<file path="src/rtl/dm_copy_engine.sv">
// dm_copy_engine: word-copy initiator that masters the data-memory port.
// Each word takes one READ cycle (combinational memory read, captured on the
// edge) followed by one WRITE cycle (memory commits on the edge).
// Optional feature macro: DM_COPY_CHECKSUM_EN enables a running sum of the
// copied words on the checksum output; without it checksum is tied to 0.
`timescale 1ns/1ps

module dm_copy_engine #(
    parameter int ADDR_W = 32,
    parameter int DATA_W = 32,
    parameter int LEN_W  = 16
) (
    input  logic              clk,
    input  logic              rst,
    input  logic              start,
    input  logic [ADDR_W-1:0] src_addr,
    input  logic [ADDR_W-1:0] dst_addr,
    input  logic [LEN_W-1:0]  len,
    input  logic              abort,
    output logic              busy,
    output logic              done,
    output logic              aborted,
    output logic              mem_read,
    output logic              mem_write,
    output logic [ADDR_W-1:0] mem_addr,
    output logic [DATA_W-1:0] mem_wdata,
    input  logic [DATA_W-1:0] mem_rdata,
    output logic [DATA_W-1:0] checksum
);

    typedef enum logic [1:0] {
        IDLE  = 2'd0,
        READ  = 2'd1,
        WRITE = 2'd2,
        FIN   = 2'd3
    } state_t;

    state_t             state;
    logic [ADDR_W-1:0]  src;
    logic [ADDR_W-1:0]  dst;
    logic [LEN_W-1:0]   remaining;
    logic [DATA_W-1:0]  buffer;

    // Copy sequencer: walks READ/WRITE pairs in ascending address order and
    // produces the registered busy/done/aborted status.
    // NOTE: state is updated with non-blocking assignments so every register
    // in this block sees the pre-edge values of the others.
    always_ff @(posedge clk or posedge rst) begin
        if (rst) begin
            state     <= IDLE;
            src       <= '0;
            dst       <= '0;
            remaining <= '0;
            buffer    <= '0;
            busy      <= 1'b0;
            done      <= 1'b0;
            aborted   <= 1'b0;
        end else begin
            done    <= 1'b0;
            aborted <= 1'b0;
            case (state)
                IDLE: begin
                    // start wins over a simultaneous abort here.
                    if (start) begin
                        src       <= src_addr;
                        dst       <= dst_addr;
                        remaining <= len;
                        if (len == '0) begin
                            state <= FIN;
                            done  <= 1'b1;
                        end else begin
                            state <= READ;
                            busy  <= 1'b1;
                        end
                    end
                end
                READ: begin
                    if (abort) begin
                        state   <= IDLE;
                        busy    <= 1'b0;
                        aborted <= 1'b1;
                    end else begin
                        buffer <= mem_rdata;
                        state  <= WRITE;
                    end
                end
                WRITE: begin
                    // The write of this cycle commits even when abort is seen.
                    if (abort) begin
                        state   <= IDLE;
                        busy    <= 1'b0;
                        aborted <= 1'b1;
                    end else begin
                        src       <= src + ADDR_W'(1);
                        dst       <= dst + ADDR_W'(1);
                        remaining <= remaining - LEN_W'(1);
                        if (remaining == LEN_W'(1)) begin
                            state <= FIN;
                            busy  <= 1'b0;
                            done  <= 1'b1;
                        end else begin
                            state <= READ;
                        end
                    end
                end
                default: begin
                    state <= IDLE;
                end
            endcase
        end
    end

    // Memory-port decode from registered state, so strobes cannot glitch and
    // mem_read/mem_write are mutually exclusive by construction.
    // NOTE: every output gets a default first, so no path leaves one
    // unassigned and no latch is inferred.
    always_comb begin
        mem_read  = 1'b0;
        mem_write = 1'b0;
        mem_addr  = '0;
        mem_wdata = '0;
        case (state)
            READ: begin
                mem_read = 1'b1;
                mem_addr = src;
            end
            WRITE: begin
                mem_write = 1'b1;
                mem_addr  = dst;
                mem_wdata = buffer;
            end
            default: begin
            end
        endcase
    end

`ifdef DM_COPY_CHECKSUM_EN
    logic [DATA_W-1:0] sum;

    // Running sum of every word written; cleared on start accept and held
    // after done/aborted until the next start.
    always_ff @(posedge clk or posedge rst) begin
        if (rst) begin
            sum <= '0;
        end else if (state == IDLE && start) begin
            sum <= '0;
        end else if (state == WRITE) begin
            sum <= sum + buffer;
        end
    end

    assign checksum = sum;
`else
    assign checksum = '0;
`endif

endmodule

</file>
<file path="config.mk">
export PLATFORM = sky130hd
export DESIGN_NAME = dm_copy_engine
export DESIGN_NICKNAME = d
export VERILOG_FILES = /design/src/rtl/dm_copy_engine.sv
export SDC_FILE = /design/constraint.sdc
export NUM_CORES = 1
export LEC_CHECK = 0
export CORE_MARGIN = 2
export CORE_UTILIZATION = 28
export CTS_CLUSTER_SIZE = 40
export DETAILED_ROUTE_END_ITERATION = 16
export HOLD_SLACK_MARGIN = 0.02
export PLACE_DENSITY = 0.55
export SLEW_MARGIN = 30
export SYNTH_ARGS = -nofsm -noshare
export SYNTH_HDL_FRONTEND = slang
export SYNTH_SLANG_ARGS = --single-unit
</file>
<file path="constraint.sdc">
create_clock -name clk -period 5.3 [get_ports clk]
set_input_delay 1.06 -clock clk [delete_from_list [all_inputs] [get_ports clk]]
set_output_delay 1.06 -clock clk [all_outputs]
set_load 0.01 [all_outputs]
</file>
==> results of run 1 <==
## synth_stat cells, types with 8 or more instances
| master | n | area, um^2 |
|---|---|---|
| nor3_1 | 19 | 95.1 |
| nor2_1 | 48 | 180 |
| nand2_1 | 64 | 240 |
| o21ai_0 | 31 | 155 |
| mux2i_1 | 15 | 150 |
| o21ai_1 | 11 | 55.1 |
| or3_1 | 8 | 50.1 |
| nand4_1 | 25 | 156 |
| ha_1 | 8 | 100 |
| a22oi_1 | 32 | 240 |
| a31oi_1 | 11 | 68.8 |
| a21oi_1 | 56 | 280 |
| and3_1 | 19 | 119 |
| nor2b_1 | 32 | 200 |
| nand3_1 | 38 | 190 |
| buf_2 | 16 | 80.1 |
| a21o_1 | 8 | 60.1 |
| nor4_1 | 9 | 56.3 |
| o22ai_1 | 26 | 163 |
| a2bb2oi_1 | 11 | 96.3 |
| buf_4 | 32 | 240 |
| clkbuf_1 | 49 | 184 |
| and2_1 | 40 | 250 |
| mux2_2 | 32 | 360 |
| inv_1 | 20 | 75.1 |
| dfrtp_1 | 117 | 2930 |
## cell type report
class                      count  share of cell area (%)
timing repair buffer         198                    19.3
clock inverter                13                    1.21
clock buffer                  19                    4.42
multi-input combinational    670                    41.5
sequential                   117                    28.6
tap                          341                    4.17
inverter                      21                   0.794
antenna                        3                  0.0733
## report_power, final
| part | internal [uW] | switching (uW) |
|---|---|---|
| Clock | 675 | 465 |
| Combinational | 1400 | 1610 |
| Sequential | 1350 | 530 |
| Total | 3420 | 2600 |
## per-stage QoR
step	area [um^2]	worst slack [ns]	utilization, %
after floorplan	7740	1.14	-
after global placement	9650	1.61	35.9
after detailed placement	9650	1.56	35.9
after CTS	10200	1.30	38.0
after global routing	10200	1.13	38.1
final	10200	1.32	38.1
## per-layer routing
layer	part of all wire [%]	GRT usage (%)
met1	45	23.9
met2	45	27.8
met3	8.5	6.10
met4	1.7	4.98
met5	0.063	0
## how the worst min path moves through the flow
| stage | start | endpoint | slack (ns) |
|---|---|---|---|
| after CTS | dst[15] | dst[15] | 0.50 |
| after global routing | buffer[29] | buffer[29] | 0.52 |
| after floorplan | dst[15] | dst[15] | 0.45 |
| after global placement | dst[15] | dst[15] | 0.48 |
| after detailed placement | buffer[15] | buffer[15] | 0.49 |
| final | buffer[6] | buffer[6] | 0.50 |
## worst max-delay path, cell delays in order, from the launching register on
cell and delay [ns]:
dfrtp_1 0.40, inv_1 0.15, ha_4 0.70, buf_4 0.34
nand2_1 0.09, a21boi_0 0.20, clkdlybuf4s50_1 0.57
## logic make-up after synthesis
family                   share of synthesized area, %
other                                          0.0492
buffers and inverters                            7.76
AO/OA/AOI/OAI                                    22.6
adder cells (fa/ha/maj)                          1.31
AND/OR/NAND/NOR                                  23.2
flip-flops                                       38.4
multiplexers                                     6.69
## flip-flops by register name, summed over array words and instances, names as in the netlist
| signal | cells |
|---|---|
| aborted | 1 |
| state | 2 |
| dst | 32 |
| src | 32 |
| buffer | 32 |
| busy | 1 |
| remaining | 16 |
| done | 1 |
==> impl_metrics.env, run 1 <==
export IMPL_die_w_um=169
export IMPL_crit_end="mem_addr[15]"
export IMPL_grt_remaining_overflow=0
export IMPL_insertion_delay_ns=0.41
export IMPL_grt_util_all_layers_pct=17.9
export IMPL_outcome="completed"
export IMPL_worstSetupStartpoint="state[0]"
export IMPL_fin_cells=1382
export IMPL_worst_pin_slew_ns=0.965
export IMPL_synth_ff_type="dfrtp_1"
export IMPL_area_growth_pct=34.3
export IMPL_cts_tree="built"
export IMPL_setup_viol=0
export IMPL_layout_common_cells="clkdlybuf4s50_1, dfrtp_1, nand2_1"
export IMPL_report_final_slew_viol_count=0
export IMPL_num_nets_final=1149
export IMPL_rsz0062_at_grt="no"
export IMPL_dr_pass1_iters=5
export IMPL_finalPower_uw=6030
export IMPL_power_leakage_uw=0.00393
export IMPL_synth_edff_count=0
export IMPL_r2r_slack_ns=1.88
export IMPL_cts_resized=0
export IMPL_antenna_found_initial=4
export IMPL_ys_warn_count=0
export IMPL_netlist_area_mm2=0.00763
export IMPL_ys_seq_elements=117
export IMPL_io_pins=217
export IMPL_worstSetupPathType="flip-flop to output pin"
export IMPL_clock_sinks=117
export IMPL_postSynthAreaPerCell_um2=8.71
export IMPL_fillers=2741
export IMPL_numCtsBuffers=17
export IMPL_ys_seq_area_share_pct=38.4
export IMPL_hold_class="flip-flop to flip-flop"
export IMPL_clock_root_buffer="clkbuf_16"
export IMPL_final_antenna_net_count=0
export IMPL_p_per_area_mw_per_mm2=588
export IMPL_slew_headroom_pct=35.5
export IMPL_max_cap_viol_count=0
export IMPL_dpl_cell_count=1346
export IMPL_cp_end_kind="output pin"
export IMPL_async_flop_share_pct=100
export IMPL_required_ns=4.24
export IMPL_drtIter0Drc=517
export IMPL_area_sequential_mm2=0.00293
export IMPL_drcViolationCount=0
export IMPL_finalCritPeriodShare_pct=75.1
export IMPL_reg2reg_to="src[12]"
export IMPL_hold_path_cell_count=1
export IMPL_rr_worst_depth=9
export IMPL_finalHoldViolCount=0
export IMPL_grt_pass1_vias=7097
export IMPL_synth_distinct_cells=67
export IMPL_final_common_cell="clkdlybuf4s50_1"
export IMPL_row_count=60
export IMPL_clock_skew_ns=0.00986
export IMPL_finalSetupTns_ns=0
export IMPL_arrival_ns=2.92
export IMPL_layout_drive_gt1_share_pct=9.83
export IMPL_clk_pin_slew_worst_paths_ns=0.06
export IMPL_dieArea_mm2=0.0286
export IMPL_worst_setup_path_start_kind="flip-flop"
export IMPL_htreeDepth=4
export IMPL_grt_pass1_wl_um=40200
export IMPL_wl_per_cell_um=18.5
export IMPL_place_congestion=0.806
export IMPL_cts_setup_buffers=0
export IMPL_die_y_um=169
export IMPL_grt_max_degree=77
export IMPL_wirelength_um=25500
export IMPL_max_freq_ghz=0.251
export IMPL_dp_hpwl_um=18000
export IMPL_viasPerCell=5.30
export IMPL_min_period_ns=3.98
export IMPL_fp_coreArea_mm2=0.0269
export IMPL_whs_ns=0.495
export IMPL_hold_buffers=0
export IMPL_synthCells=876
export IMPL_cp_max_fo=76
export IMPL_route_vias_total=7328
export IMPL_start_util_pct=28.4
export IMPL_portBuffers=184
export IMPL_reg2reg_from="state[0]"
export IMPL_peakVddDrop_uv=297
export IMPL_multi_input_area_mm2=0.00425
export IMPL_clk_path_buf_depth=2
(Power assumes the default switching activity.)
==> inputs of run 2 (changes only) <==
==> constraint.sdc (replaced) <==
create_clock -name clk -period 3.8 [get_ports clk]
set_input_delay 0.76 -clock clk [delete_from_list [all_inputs] [get_ports clk]]
set_output_delay 0.76 -clock clk [all_outputs]
set_load 0.01 [all_outputs]
==> impl_metrics.env, run 2 (synthesis gave the netlist of run 1 again) <==
export IMPL_worst_slack_ns=0.320
export IMPL_cts_setup_buffers=0
export IMPL_power_leakage_uw=0.00395
export IMPL_dr_pass1_iters=5
export IMPL_p_int_uw=4780
export IMPL_layout_drive_gt1_share_pct=10.3
export IMPL_grt_pass1_vias=7137
export IMPL_portBuffers=184
export IMPL_max_freq_ghz=0.287
export IMPL_clock_sinks=117
export IMPL_arrival_ns=2.72
export IMPL_place_congestion=0.822
export IMPL_layout_common_cells="clkdlybuf4s50_1, dfrtp_1, nand2_1"
export IMPL_finalSetupTns_ns=0
export IMPL_dp_slack_ns=0.564
export IMPL_clk_path_buf_depth=2
export IMPL_finalHoldViolCount=0
export IMPL_cp_max_fo=41
export IMPL_clock_skew_ns=0.0141
export IMPL_die_w_um=169
export IMPL_antenna_found_initial=0
export IMPL_slew_headroom_pct=47.4
export IMPL_cp_cell_sequence="inv_1 > ha_4 > buf_4 > nand2_1 > a21boi_0 > clkdlybuf4s50_1"
export IMPL_finalCritPeriodShare_pct=91.6
export IMPL_peakVddDrop_uv=457
export IMPL_dp_hpwl_um=18500
export IMPL_worst_setup_path_start_kind="flip-flop"
export IMPL_clockPowerShare_pct=18.2
export IMPL_hold_buffers=0
export IMPL_num_nets_final=1156
export IMPL_outcome="completed"
export IMPL_wirelength_um=25800
export IMPL_drtIter0Drc=524
export IMPL_die_y_um=169
export IMPL_setup_viol=0
export IMPL_area_growth_pct=34.7
export IMPL_wl_per_cell_um=18.6
export IMPL_drcViolationCount=0
export IMPL_required_ns=3.04
export IMPL_worstSetupPathType="flip-flop to output pin"
export IMPL_cp_slowest_cell="clkdlybuf4s50_1"
export IMPL_report_final_slew_viol_count=0
export IMPL_power_switching_uw=3600
export IMPL_p_comb_share_pct=50.7
export IMPL_grt_max_degree=118
export IMPL_p_seq_share_pct=31.1
export IMPL_rsz0062_at_grt="no"
export IMPL_grt_util_all_layers_pct=18.1
export IMPL_cts_resized=0
export IMPL_dieArea_mm2=0.0286
export IMPL_io_pins=217
export IMPL_start_util_pct=28.4
export IMPL_cts_tree="built"
export IMPL_fp_coreArea_mm2=0.0269
export IMPL_min_period_ns=3.48
export IMPL_final_common_cell="clkdlybuf4s50_1"
export IMPL_row_count=60
export IMPL_numCtsBuffers=17
export IMPL_hold_class="flip-flop to flip-flop"
export IMPL_clk_pin_slew_worst_paths_ns=0.06
export IMPL_worst_pin_slew_ns=0.787
export IMPL_grt_pass1_wl_um=40400
export IMPL_route_vias_total=7401
export IMPL_grt_remaining_overflow=0
export IMPL_p_sw_share_pct=42.9
export IMPL_clock_root_buffer="clkbuf_16"
export IMPL_p_per_area_mw_per_mm2=816
export IMPL_viasPerCell=5.34
export IMPL_htreeDepth=4
export IMPL_final_antenna_net_count=0
export IMPL_reg_top3="buffer x32, dst x32, src x32"
export IMPL_diodes=0
export IMPL_insertion_delay_ns=0.42
export IMPL_cp_end_kind="output pin"
export IMPL_max_stage_delay_ns=0.57
export IMPL_max_cap_viol_count=0
[run 2: routing by layer]
metal,share of wire [%],GRT usage [%]
met1,44,23.5
met2,45,28.1
met3,9.5,6.38
met4,2.0,5.65
met5,0,0
[run 2: critical path, delay by kind of cell, from the launching register on]
| family | cells | cell delay [ns] |
|---|---|---|
| AO/OA/AOI/OAI | 1 | 0.21 |
| adder cells (fa/ha/maj) | 1 | 0.51 |
| buffers and inverters | 3 | 1.06 |
| flip-flops | 1 | 0.40 |
| AND/OR/NAND/NOR | 1 | 0.09 |
[run 2: final cells by class]
type	count	area (um^2)
clock buffers	19	443
clock inverters	12	109
fillers	2770	16600
inverters	21	82.6
multi-input cells	670	4250
flip-flops and latches	117	2930
well taps	341	427
repair buffers	205	2040
[run 2: power groups by stage]
stage          Sequential, uW  Combinational, uW  Clock (uW)
3_5_place_dp             2610               4270           0
6_report                 2610               4250        1520
4_1_cts                  2600               4290        1560
3_3_place_gp             2590               4220           0
2_1_floorplan            2330               2950           0
5_1_grt                  2730               4710        1600
[run 2: worst paths after layout]
path | start | slack, ns | cells after the start | to
max in group asynchronous | rst | 2.35 | 3 | dst[14]
max | state[0] | 0.32 | 6 | mem_addr[0]
min in group asynchronous | rst | 0.83 | 3 | buffer[29]
min | buffer[15] | 0.50 | 1 | buffer[15]
min reg2reg | buffer[15] | 0.50 | 1 | buffer[15]
max reg2reg | state[0] | 0.90 | 7 | dst[30]
[run 2: through the flow]
| step | instances | hold slack [ns] | instance area [um^2] | total power (uW) | utilization (%) |
|---|---|---|---|---|---|
| 2_1_floorplan | 907 | 0.453 | 7750 | 5280 | - |
| 3_3_place_gp | 1354 | 0.481 | 9720 | 6810 | 36.2 |
| 3_5_place_dp | 1354 | 0.482 | 9720 | 6880 | 36.2 |
| 4_1_cts | 1385 | 0.495 | 10300 | 8440 | 38.2 |
| 5_1_grt | 1385 | 0.516 | 10300 | 9040 | 38.2 |
| 6_report | 1385 | 0.496 | 10300 | 8380 | 38.2 |
==> inputs of run 3 (changes only) <==
--- a/config.mk
+++ b/config.mk
@@ -11,6 +11,7 @@
 export DETAILED_ROUTE_END_ITERATION = 16
 export HOLD_SLACK_MARGIN = 0.02
 export PLACE_DENSITY = 0.55
+export SETUP_SLACK_MARGIN = 0.3
 export SLEW_MARGIN = 30
 export SYNTH_ARGS = -nofsm -noshare
 export SYNTH_HDL_FRONTEND = slang
==> constraint.sdc (replaced) <==
create_clock -name clk -period 3.8 [get_ports clk]
set_input_delay 1.14 -clock clk [delete_from_list [all_inputs] [get_ports clk]]
set_output_delay 1.14 -clock clk [all_outputs]
set_load 0.01 [all_outputs]
==> impl_metrics.env, run 3 (synthesis gave the netlist of run 1 again) <==
export IMPL_cp_end_kind="output pin"
export IMPL_drcViolationCount=0
export IMPL_final_common_cell="clkdlybuf4s50_1"
export IMPL_clk_pin_slew_worst_paths_ns=0.06
export IMPL_arrival_ns=2.31
export IMPL_dpl_cell_count=1361
export IMPL_place_congestion=0.818
export IMPL_diodes=0
export IMPL_die_y_um=169
export IMPL_fp_coreArea_mm2=0.0269
export IMPL_htreeDepth=4
export IMPL_cp_slowest_cell="clkdlybuf4s50_1"
export IMPL_finalCritPeriodShare_pct=90.7
export IMPL_p_seq_share_pct=30.3
export IMPL_outcome="completed"
export IMPL_layout_common_cells="clkdlybuf4s50_1, dfrtp_1, nand2_1"
export IMPL_cp_max_fo=26
export IMPL_route_vias_total=7416
export IMPL_die_w_um=169
export IMPL_max_stage_delay_ns=0.56
export IMPL_clock_root_buffer="clkbuf_16"
export IMPL_hold_buffers=0
export IMPL_cp_cell_sequence="inv_1 > ha_4 > buf_12 > buf_16 > and2_1 > clkdlybuf4s50_1"
export IMPL_worstSetupPathType="flip-flop to output pin"
export IMPL_rsz0062_at_grt="yes"
export IMPL_dp_hpwl_um=18900
export IMPL_grt_remaining_overflow=0
export IMPL_dieArea_mm2=0.0286
export IMPL_row_count=60
export IMPL_power_leakage_uw=0.00410
export IMPL_max_cap_viol_count=0
export IMPL_wl_per_cell_um=19.1
export IMPL_whs_ns=0.497
export IMPL_area_growth_pct=37.5
export IMPL_antenna_found_initial=0
export IMPL_p_comb_share_pct=51.4
export IMPL_clk_path_buf_depth=2
export IMPL_start_util_pct=28.4
export IMPL_final_antenna_net_count=0
export IMPL_grt_pass1_vias=7293
export IMPL_layout_drive_gt1_share_pct=11.5
export IMPL_r2r_slack_ns=1.23
export IMPL_power_switching_uw=3750
export IMPL_p_int_uw=4960
export IMPL_worst_setup_path_start_kind="flip-flop"
export IMPL_cts_tree="built"
export IMPL_fin_cells=1397
export IMPL_insertion_delay_ns=0.42
export IMPL_clock_skew_ns=0.0119
export IMPL_hold_class="flip-flop to flip-flop"
export IMPL_setup_viol=0
export IMPL_grt_util_all_layers_pct=18.7
export IMPL_io_pins=217
export IMPL_wirelength_um=26600
export IMPL_dr_pass1_iters=5
export IMPL_grt_pass1_wl_um=41700
export IMPL_drtIter0Drc=663
export IMPL_numCtsBuffers=17
export IMPL_max_freq_ghz=0.290
export IMPL_slew_headroom_pct=51.2
export IMPL_p_per_area_mw_per_mm2=831
export IMPL_clock_sinks=117
export IMPL_finalSetupTns_ns=0
export IMPL_portBuffers=184
export IMPL_num_nets_final=1167
export IMPL_place_area_mm2=0.00984
export IMPL_worst_pin_slew_ns=0.728
export IMPL_p_sw_share_pct=43.0
export IMPL_report_final_slew_viol_count=0
export IMPL_required_ns=2.66
export IMPL_min_period_ns=3.45
export IMPL_reg_top3="buffer x32, dst x32, src x32"
export IMPL_grt_max_degree=72
export IMPL_fin_area_mm2=0.0105
export IMPL_clockPowerShare_pct=18.3
export IMPL_viasPerCell=5.31
export IMPL_peakVddDrop_uv=388
export IMPL_finalHoldViolCount=0
## run 3: metrics by stage
step	total power (uW)	util, %	worst slack [ns]
floorplan	5280	-	0.712
global placement	6970	36.6	0.566
detailed placement	7050	36.6	0.477
CTS	8700	38.8	0.287
global route	9350	39.0	0.265
finish	8710	39.0	0.352
## run 3: worst paths after layout
path	cells after the start	endpoint	start
max in group asynchronous	3	dst[19]	rst
min in group asynchronous	3	src[2]	rst
hold / removal	1	dst[15]	dst[15]
setup reg to reg	10	remaining[15]	state[0]
setup / recovery	6	mem_wdata[26]	state[0]
hold reg to reg	1	dst[15]	dst[15]
## run 3: power groups by stage
stage               logic, uW  clock network, uW  registers [uW]
finish                   4470               1590            2640
global route             4920               1680            2750
CTS                      4470               1630            2610
detailed placement       4430                  0            2620
global placement         4370                  0            2600
floorplan                2950                  0            2330
## run 3: layout make-up
| class | count | area [um^2] |
|---|---|---|
| timing repair buffer | 216 | 2230 |
| clock buffer | 17 | 425 |
| inverter | 21 | 82.6 |
| multi-input combinational | 670 | 4250 |
| tap | 341 | 427 |
| clock inverter | 15 | 146 |
| sequential | 117 | 2930 |
| fill | 2725 | 16400 |
## run 3: repair_timing
| item | CTS | global route |
|---|---|---|
| pin swaps | 1 | 0 |
| gates resized for setup | 3 | 7 |
| setup buffers | 3 | 0 |
| endpoints found under the setup margin | 56 | 27 |
| cloned | 0 | 1 |
## run 3: routing by layer
metal / vias up / GRT usage, % / routed length [um]
li1: 3513 / - / -
met1: 3560 / 25.4 / 12000
met2: 313 / 28.5 / 11900
met3: 30 / 5.82 / 2160
met4: 0 / 5.54 / 533
met5: - / 0 / 0
## run 3: critical path: cells and delay by family (launching register included)
family	cells	cell delay, ns
simple gates	1	0.13
fa+ha+maj	1	0.25
flops	1	0.40
buf+inv	4	1.10
